===== src/rtl/t03_vga_ctrl.sv =====
// Pixel/line timing generator with a per-line framebuffer fetch handshake (IDLE/REQ/BUSY).
// Underrun detection is built only when T03_VGA_UNDERRUN_DET_EN is defined.
module t03_vga_ctrl #(
    parameter int H_TOTAL     = 200,
    parameter int V_TOTAL     = 640,
    parameter int H_ACT_START = 37,
    parameter int V_ACT_START = 29,
    parameter int V_ACT_END   = 629,
    parameter int CLK_DIV     = 2
) (
    input  logic        clk,
    input  logic        rst,
    input  logic        en,
    input  logic        fetch_ack,
    input  logic        fetch_done,
    input  logic        underrun_clr,
    output logic [10:0] Hcnt,
    output logic [10:0] Vcnt,
    output logic        pixel_tick,
    output logic        frame_start,
    output logic        fetch_req,
    output logic [9:0]  fetch_row,
    output logic        fetch_abort,
    output logic        underrun
);
    localparam logic [1:0]  ST_IDLE  = 2'd0;
    localparam logic [1:0]  ST_REQ   = 2'd1;
    localparam logic [1:0]  ST_BUSY  = 2'd2;
    localparam logic [3:0]  DIV_LAST = 4'(CLK_DIV - 1);
    localparam logic [10:0] H_LAST   = 11'(H_TOTAL - 1);
    localparam logic [10:0] V_LAST   = 11'(V_TOTAL - 1);
    localparam logic [10:0] V_ACT_S  = 11'(V_ACT_START);
    localparam logic [10:0] V_ACT_E  = 11'(V_ACT_END);

    logic [3:0]  r_div;
    logic [10:0] r_hcnt;
    logic [10:0] r_vcnt;
    logic [1:0]  r_state;
    logic [9:0]  r_fetch_row;
    logic        r_frame_start;
    logic        r_fetch_abort;

    logic        w_tick;
    logic        w_hwrap;
    logic        w_vwrap;
    logic        w_line_evt;
    logic [10:0] w_hcnt_nxt;
    logic [10:0] w_vcnt_nxt;

    // Tick is gated by rst so CLK_DIV=1 cannot show a pulse while held in reset.
    assign w_tick     = en && (r_div == DIV_LAST) && !rst;
    assign w_hwrap    = (r_hcnt == H_LAST);
    assign w_vwrap    = (r_vcnt == V_LAST);
    assign w_hcnt_nxt = w_hwrap ? 11'd0 : r_hcnt + 11'd1;
    assign w_vcnt_nxt = w_hwrap ? (w_vwrap ? 11'd0 : r_vcnt + 11'd1) : r_vcnt;
    assign w_line_evt = w_tick && w_hwrap && (w_vcnt_nxt >= V_ACT_S) && (w_vcnt_nxt <= V_ACT_E);

    always_ff @(posedge clk or posedge rst) begin
        if (rst) begin
            r_div         <= '0;
            r_hcnt        <= '0;
            r_vcnt        <= '0;
            r_frame_start <= 1'b0;
        end else begin
            r_frame_start <= 1'b0;
            if (en) begin
                r_div <= (r_div == DIV_LAST) ? 4'd0 : r_div + 4'd1;
            end
            if (w_tick) begin
                r_hcnt        <= w_hcnt_nxt;
                r_vcnt        <= w_vcnt_nxt;
                r_frame_start <= w_hwrap && w_vwrap;
            end
        end
    end

    // A new line event always restarts the fetch, aborting whatever was outstanding.
    always_ff @(posedge clk or posedge rst) begin
        if (rst) begin
            r_state       <= ST_IDLE;
            r_fetch_row   <= '0;
            r_fetch_abort <= 1'b0;
        end else begin
            r_fetch_abort <= 1'b0;
            if (w_line_evt) begin
                r_fetch_abort <= (r_state != ST_IDLE);
                r_state       <= ST_REQ;
                r_fetch_row   <= 10'(w_vcnt_nxt - V_ACT_S);
            end else begin
                case (r_state)
                    ST_REQ:  if (fetch_ack)  r_state <= ST_BUSY;
                    ST_BUSY: if (fetch_done) r_state <= ST_IDLE;
                    default: r_state <= ST_IDLE;
                endcase
            end
        end
    end

`ifdef T03_VGA_UNDERRUN_DET_EN
    localparam logic [10:0] H_ACT = 11'(H_ACT_START);

    logic r_underrun;
    logic w_urun_set;

    assign w_urun_set = w_tick && (w_hcnt_nxt == H_ACT) && (r_state != ST_IDLE)
                        && (w_vcnt_nxt >= V_ACT_S) && (w_vcnt_nxt <= V_ACT_E);

    always_ff @(posedge clk or posedge rst) begin
        if (rst) begin
            r_underrun <= 1'b0;
        end else if (underrun_clr) begin
            r_underrun <= 1'b0;
        end else if (w_urun_set) begin
            r_underrun <= 1'b1;
        end
    end

    assign underrun = r_underrun;
`else
    logic [11:0] w_unused_urun;

    assign w_unused_urun = {underrun_clr, 11'(H_ACT_START)};
    assign underrun      = 1'b0;
`endif

    assign Hcnt        = r_hcnt;
    assign Vcnt        = r_vcnt;
    assign pixel_tick  = w_tick;
    assign frame_start = r_frame_start;
    assign fetch_req   = (r_state == ST_REQ);
    assign fetch_row   = r_fetch_row;
    assign fetch_abort = r_fetch_abort;

endmodule


===== config.mk =====
export PLATFORM = sky130hd
export DESIGN_NAME = t03_vga_ctrl
export DESIGN_NICKNAME = d
export VERILOG_FILES = /design/src/rtl/t03_vga_ctrl.sv
export SDC_FILE = /design/constraint.sdc
export NUM_CORES = 1
export LEC_CHECK = 0
export ABC_AREA = 1
export CELL_PAD_IN_SITES_DETAIL_PLACEMENT = 1
export CELL_PAD_IN_SITES_GLOBAL_PLACEMENT = 1
export CORE_UTILIZATION = 35
export CTS_CLUSTER_SIZE = 14
export DETAILED_ROUTE_END_ITERATION = 8
export GPL_TIMING_DRIVEN = 0
export PLACE_DENSITY_LB_ADDON = 0.05
export SYNTH_ARGS = -nofsm -noshare
export SYNTH_HDL_FRONTEND = slang
export SYNTH_SLANG_ARGS = --single-unit

===== constraint.sdc =====
create_clock -name clk -period 2.2 [get_ports clk]
set_input_delay 0.44 -clock clk [delete_from_list [all_inputs] [get_ports clk]]
set_output_delay 0.44 -clock clk [all_outputs]
set_load 0.02 [all_outputs]

==> reports/metrics.yaml, run 1 <==
worst_setup_path:
  reg2reg_from: "Hcnt[0]"
  max_stage_delay_ps: 390
  cp-start-kind: "flop"
  startpoint: "Hcnt[0]"
  worstSetupPathType: "reg -> reg"
  cp.arrival_ps: 2480
  path_cells: "ha_4 -> inv_6 -> nor2_4 -> nand3_2 -> nor2_4 -> nor2_4 -> nor2_4 -> buf_6 -> nand2_4 -> nand3_2 -> nand2_2 -> nand2_1 -> nand2_1 -> nand2_2 -> nand3_4 -> buf_6 -> nand2_4 -> nand2_2"
  cpMaxStageDelayCell: "dfrtp_2"
  path_max_fanout: 5
  worstPathRequired_ps: 2400
  worst_setup_path_end_kind: "flop"
  crit_top_cell: "nor2_4"
sta:
  setup_tns_ps: -826
  worst_slack_ps: -82.2
  slew_violations: 0
  setup_viol: 13
  max_freq_mhz: 438
  timing.final.crit_share_pct: 104
  rsz0062_at_grt: "yes"
  hold_violations: 0
  relSlewSlack_pct: 41.8
  clock_skew_ps: 13.2
  fin_crit_ps: 2280
  tightest_slew_ps: 871
yosys:
  synthArstFlopShare_pct: 100
  synth.area.top_cells: "dfrtp_1 (39%), nand2_1 (16%), inv_1 (5.7%)"
  syn_nets: 372
  synthCells: 362
  yosys_most_used_dff: "dfrtp_1"
  ys_seq_area_share_pct: 38.7
  synth.cell_area_um2: 2590
  synth_cell_types: 30
  ys_ff_latch: 40
  synth_commonest_cells: "nand2_1 (109), dfrtp_1 (40), inv_1 (39), nor2_1 (33), nand3_1 (22)"
  yosysMostFrequentCell: "nand2_1"
  ys_warn_count: 0
  synthDominantCellAreaShare_pct: 38.7
  yosys.area.top_type: "dfrtp_1"
  synth_area_per_cell_um2: 7.15
  synth_edf_count: 0
placed_design:
  place_area_um2: 3120
  dp_cells: 498
  gp_congestion: 0.866
  portBuffers: 40
  place_hpwl_um: 5400
  place_ws_ps: -941
run_status:
  violations: "setup timing"
  status: "finished, violations left"
floorplanning:
  pin_count: 43
  die_w_um: 88.0
  fp.dieArea_um2: 7740
  coreArea_um2: 6980
  start_util_pct: 37.1
  dieHeight_um: 88.0
  rows: 30
global_route:
  grt_usage_pct: 22.5
  antenna_found_initial: 0
  grt_pass1_wl_um: 13300
  grt_pass1_vias: 2739
  grt_max_degree: 41
  grt_overflow: 0
layout:
  drive_gt1_share_pct: 35.5
  fin_cells: 555
  synthToLayoutAreaGrowth_pct: 52.2
  num_antenna_cells: 0
  layout.nets: 468
  final_area_um2: 3940
clocking:
  cts_max_path_buffers: 2
  clk_latency_ps: 310
  htree_levels: 2
  cts_tree: "built"
  cts_made_buffers: 5
  root_buffer: "clkbuf_8"
  cts.sinks: 40
  clk_pin_slew_ps: 90
  holdBufCountCts: 0
drt:
  drc_errors: 0
  vias: 2727
  routed_wl_um: 8460
  first_pass_iters: 4
  drt-vias-per-instance: 4.91
  wl_per_cell_um: 15.2
  drtIter0Drc: 51
  drtAntennaViolNets: 0
pwr:
  ir_drop_v: 0.000575
  powerDensity_nw_per_um2: 680
  p_leak_uw: 0.00180
  p_total_uw: 2680
job:
  maxCapViolCount: 0
worst_hold_path:
  min_from: "fetch_row[4]"
  hold_class: "reg -> reg"
## registers in the layout (all words and copies together) (netlist names)
register     cells
fetch_abort      1
frame_start      1
r_div            4
Vcnt            11
r_state          2
fetch_row       10
Hcnt            11
## worst max-delay path, delay by kind of cell, from the launching register on
kind / cells / cell delay, ps
adders and majority gates: 1 / 180
and+or+nand+nor: 14 / 1220
DFF: 1 / 390
buffers and inverters: 3 / 360
## power by group
group          switching (uW)  internal (uW)
registers                 107            840
clock network             291            372
logic                     596            472
total                     994           1680
## path summary, 6_finish.rpt
| check | to | slack [ps] | cells past startpoint |
|---|---|---|---|
| max in group asynchronous | Hcnt[3] | 910 | 2 |
| worst max-delay path | fetch_row[1] | -80 | 18 |
| worst max register to register | fetch_row[1] | -80 | 18 |
| worst min register to register | fetch_row[4] | 480 | 2 |
| min in group asynchronous | Vcnt[2] | 690 | 2 |
| worst min-delay path | fetch_row[4] | 480 | 2 |
## cell families (layout without fill, tap and decap cells)
family          after synthesis  after routing  share of synthesized area [%]
buf+inv                      55            152                           8.56
xor+xnor                     12             12                           4.06
other cells                   1              1                          0.145
flops                        40             40                           38.7
fa+ha+maj                     4              4                           1.93
compound gates               29             29                           6.14
simple gates                221            221                           40.5
## repair_timing
item | in CTS | in global routing
endpoints found under the setup margin | 16 | 17
resized for setup | 62 | 43
cloned | 1 | 1
pin swaps | 19 | 22
hold endpoints to repair | 0 | 0
buffers inserted | 26 | 21
## stage by stage
| step | hold WS, ps | util (%) |
|---|---|---|
| after CTS | 478 | 51.9 |
| final | 482 | 56.4 |
| after floorplan | 441 | - |
| after detailed placement | 458 | 44.6 |
| after global routing | 502 | 56.4 |
| after global placement | 453 | 44.6 |
## per-layer routing
| layer | global-route usage (%) | part of all wire [%] | vias up |
|---|---|---|---|
| li1 | - | - | 1346 |
| met2 | 42.8 | 54 | 41 |
| met1 | 25.8 | 42 | 1331 |
| met5 | 0 | 0 | - |
| met3 | 3.30 | 2.2 | 9 |
| met4 | 6.41 | 1.4 | 0 |
## cells in the final DEF (no fill, tap or decap), drive strengths merged
cell,instances
nand2,114
buf,56
nor2,47
inv,46
dfrtp,40
clkdlybuf4s50,39
nand3,27
nand4,20
o21ai,20
xor2,11
nor3,10
clkbuf,8
a21oi,7
ha,4
nand3b,3
clkinvlp,1
a22oi,1
xnor2,1
a221oi,1
conb,1
bufinv,1
clkinv,1
## area by class of cell
class | instances | area, um^2
timing repair buffer | 89 | 786
fill | 887 | 3040
inverter | 47 | 185
multi-input combinational | 267 | 1640
tap | 96 | 120
buffer | 8 | 68.8
clock inverter | 2 | 38.8
clock buffer | 6 | 82.6
sequential | 40 | 1020
(Power assumes the default switching activity.)
==> run 2: changes to the inputs <==
- ABC_CLOCK_PERIOD_IN_PS: default -> 2200
==> results of run 2 <==
Same layout as run 1: the final DEF is identical, and so are final timing and power.
==> run 3: changes to the inputs <==
- CORE_MARGIN: default -> 2
- CTS_CLUSTER_SIZE: 14 -> 40
- SLEW_MARGIN: default -> 20
==> run 3 against run 2 <==
Global-route usage down 2.2 points. Largest cell class unchanged. The flow still finishes with violations (setup timing). Maximum frequency down 2.0%. Worst hold slack about the same. Power up 3.5%. Sequential cell count unchanged. Sequential power about the same.
==> reports/metrics.yaml, run 3 (synthesized netlist as in run 1, its figures left out) <==
worst_setup_path:
  path_cells: "buf_4 -> nor2_4 -> nand3_4 -> nor2_2 -> nand2_1 -> nand2_1 -> nand2_2 -> nand2_1 -> nor2_1 -> nand2_1 -> nand3_2 -> nand3_4 -> buf_6 -> o21ai_1"  # was ha_4 -> inv_6 -> nor2_4 -> nand3_2 -> nor2_4 -> nor2_4 -> nor2_4 -> buf_6 -> nand2_4 -> nand3_2 -> nand2_2 -> nand2_1 -> nand2_1 -> nand2_2 -> nand3_4 -> buf_6 -> nand2_4 -> nand2_2
  crit_top_cell: "nand2_1"  # was nor2_4
  cp-start-kind: "flop"  # unchanged
  worstSetupPathType: "reg -> reg"  # unchanged
  worstPathRequired_ps: 2380  # was 2400 ps
  cp.arrival_ps: 2510  # was 2480 ps
  worst_setup_path_end_kind: "flop"  # unchanged
  r2r_cells: 14  # was 18
  path_max_fanout: 6  # was 5
  cpMaxStageDelayCell: "dfrtp_2"  # unchanged
  max_stage_delay_ps: 460  # was 390 ps
layout:
  final_area_um2: 4080  # was 3940 um^2
  num_antenna_cells: 0  # unchanged
  synthToLayoutAreaGrowth_pct: 57.6  # was 52.2%
  drive_gt1_share_pct: 38.4  # was 35.5%
  regArea_um2: 1020  # unchanged
  layout_commonest_cell: "nand2_1"  # unchanged
  fillCellCount: 888  # was 887
  layout.nets: 475  # was 468
  final_cell_mix: "nand2_1 (81), buf_4 (50), clkdlybuf4s50_1 (39), inv_1 (32)"  # was nand2_1 (90), buf_4 (45), clkdlybuf4s50_1 (39), inv_1 (32), dfrtp_1 (28)
  multi_input_area_um2: 1700  # was 1640 um^2
  fin_cells: 565  # was 555
sta:
  max_freq_mhz: 430  # was 438 MHz
  setup_viol: 13  # unchanged
  hold_slack_ps: 482  # about the same
  clock_skew_ps: 12.5  # was 13.2 ps
  hold_violations: 0  # unchanged
  worst_slack_ps: -128  # was -82.2 ps
  timing.final.crit_share_pct: 106  # was 104%
  setup_tns_ps: -1160  # was -826 ps
  slew_violations: 0  # unchanged
  fin_crit_ps: 2330  # was 2280 ps
  rsz0062_at_grt: "yes"  # unchanged
job:
  maxCapViolCount: 0  # unchanged
floorplanning:
  pin_count: 43  # unchanged
  dieHeight_um: 90.0  # was 88.0 um
  fp.dieArea_um2: 8100  # was 7740 um^2
  rows: 31  # was 30
  die_w_um: 90.0  # was 88.0 um
  coreArea_um2: 7210  # was 6980 um^2
  start_util_pct: 35.9  # was 37.1%
clocking:
  cts_made_buffers: 5  # unchanged
  cts_max_path_buffers: 2  # unchanged
  htree_levels: 2  # unchanged
  clk_pin_slew_ps: 90  # about the same
  clk_latency_ps: 300  # was 310 ps
  holdBufCountCts: 0  # unchanged
  cts.sinks: 40  # unchanged
  root_buffer: "clkbuf_8"  # unchanged
  cts_tree: "built"  # unchanged
global_route:
  grt_usage_pct: 20.2  # was 22.5%
  grt_pass1_vias: 2774  # was 2739
  antenna_found_initial: 0  # unchanged
  grt_max_degree: 27  # was 41
  grt_overflow: 0  # unchanged
  grt_pass1_wl_um: 13500  # was 13300 um
placed_design:
  gp_congestion: 0.817  # was 0.866
  place_area_um2: 3140  # was 3120 um^2
  place_hpwl_um: 5520  # was 5400 um
  portBuffers: 40  # unchanged
  dp_cells: 502  # was 498
drt:
  routed_wl_um: 8960  # was 8460 um
  wl_per_cell_um: 15.9  # was 15.2 um
  first_pass_iters: 4  # unchanged
  drtIter0Drc: 156  # was 51
  drtAntennaViolNets: 0  # unchanged
  vias: 2810  # was 2727
  drc_errors: 0  # unchanged
  drt-vias-per-instance: 4.97  # was 4.91
run_status:
  violations: "setup timing"  # unchanged
  status: "finished, violations left"  # unchanged
worst_hold_path:
  min_path_cells: 2  # unchanged
  hold_class: "reg -> reg"  # unchanged
pwr:
  p_leak_uw: 0.00186  # was 0.00180 uW
  powerDensity_nw_per_um2: 679  # was 680 nW/um^2
  ir_drop_v: 0.000530  # was 0.000575 V
  p_total_uw: 2770  # was 2680 uW
run 3: changes by cell type in the layout (fill, tap and decap cells not counted), sizes merged:
cell / change
buf: +7
clkbuf: -1
clkinvlp: +1
run 3: where the power goes:
part / switching [uW] / internal, uW / total, uW
Clock: 293 / 337 / 630
Sequential: 106 / 842 / 948
Combinational: 642 / 551 / 1190
Total: 1040 / 1730 / 2770
run 3: cell type report:
class,instances,area share (%)
timing repair buffer,96,21.4
multi-input combinational,267,41.6
tap,99,3.04
clock inverter,3,1.04
clock buffer,5,1.69
buffer,8,1.78
sequential,40,24.9
inverter,47,4.54
run 3: metrics by stage:
step	setup WS, ps	utilization (%)
final	-128	56.5
after global placement	-935	43.2
after CTS	-53.7	50.0
after detailed placement	-981	43.5
after floorplan	8.23	-
after global routing	-266	56.5
run 3: critical path: cells and delay by family (launching register included):
kind                   cells  cell delay [ps]
AO/OA/AOI/OAI              1               70
buffers and inverters      2              300
flip-flops                 1              460
AND/OR/NAND/NOR           11             1380
run 3: path summary, 6_finish.rpt:
| kind | start | end | slack [ps] |
|---|---|---|---|
| max reg2reg | Hcnt[3] | r_state[0] | -130 |
| max | Hcnt[3] | r_state[0] | -130 |
| min in group asynchronous | rst | r_state[0] | 520 |
| max in group asynchronous | rst | Vcnt[3] | 1200 |
| min | fetch_row[7] | fetch_row[7] | 480 |
| min reg2reg | fetch_row[7] | fetch_row[7] | 480 |
run 3: repair_timing:
item                       in CTS  in global routing
buffers inserted               20                 34
pin swaps                      11                 30
setup endpoints to repair      18                 16
gates cloned                    1                  0
gates resized for setup        67                 50
run 3: routing by layer:
metal	share of wire, %	global-route usage, %	up-vias
li1	-	-	1366
met1	43	26.0	1370
met2	53	35.9	57
met3	2.0	2.01	17
met4	2.2	6.28	0
met5	0	0	-
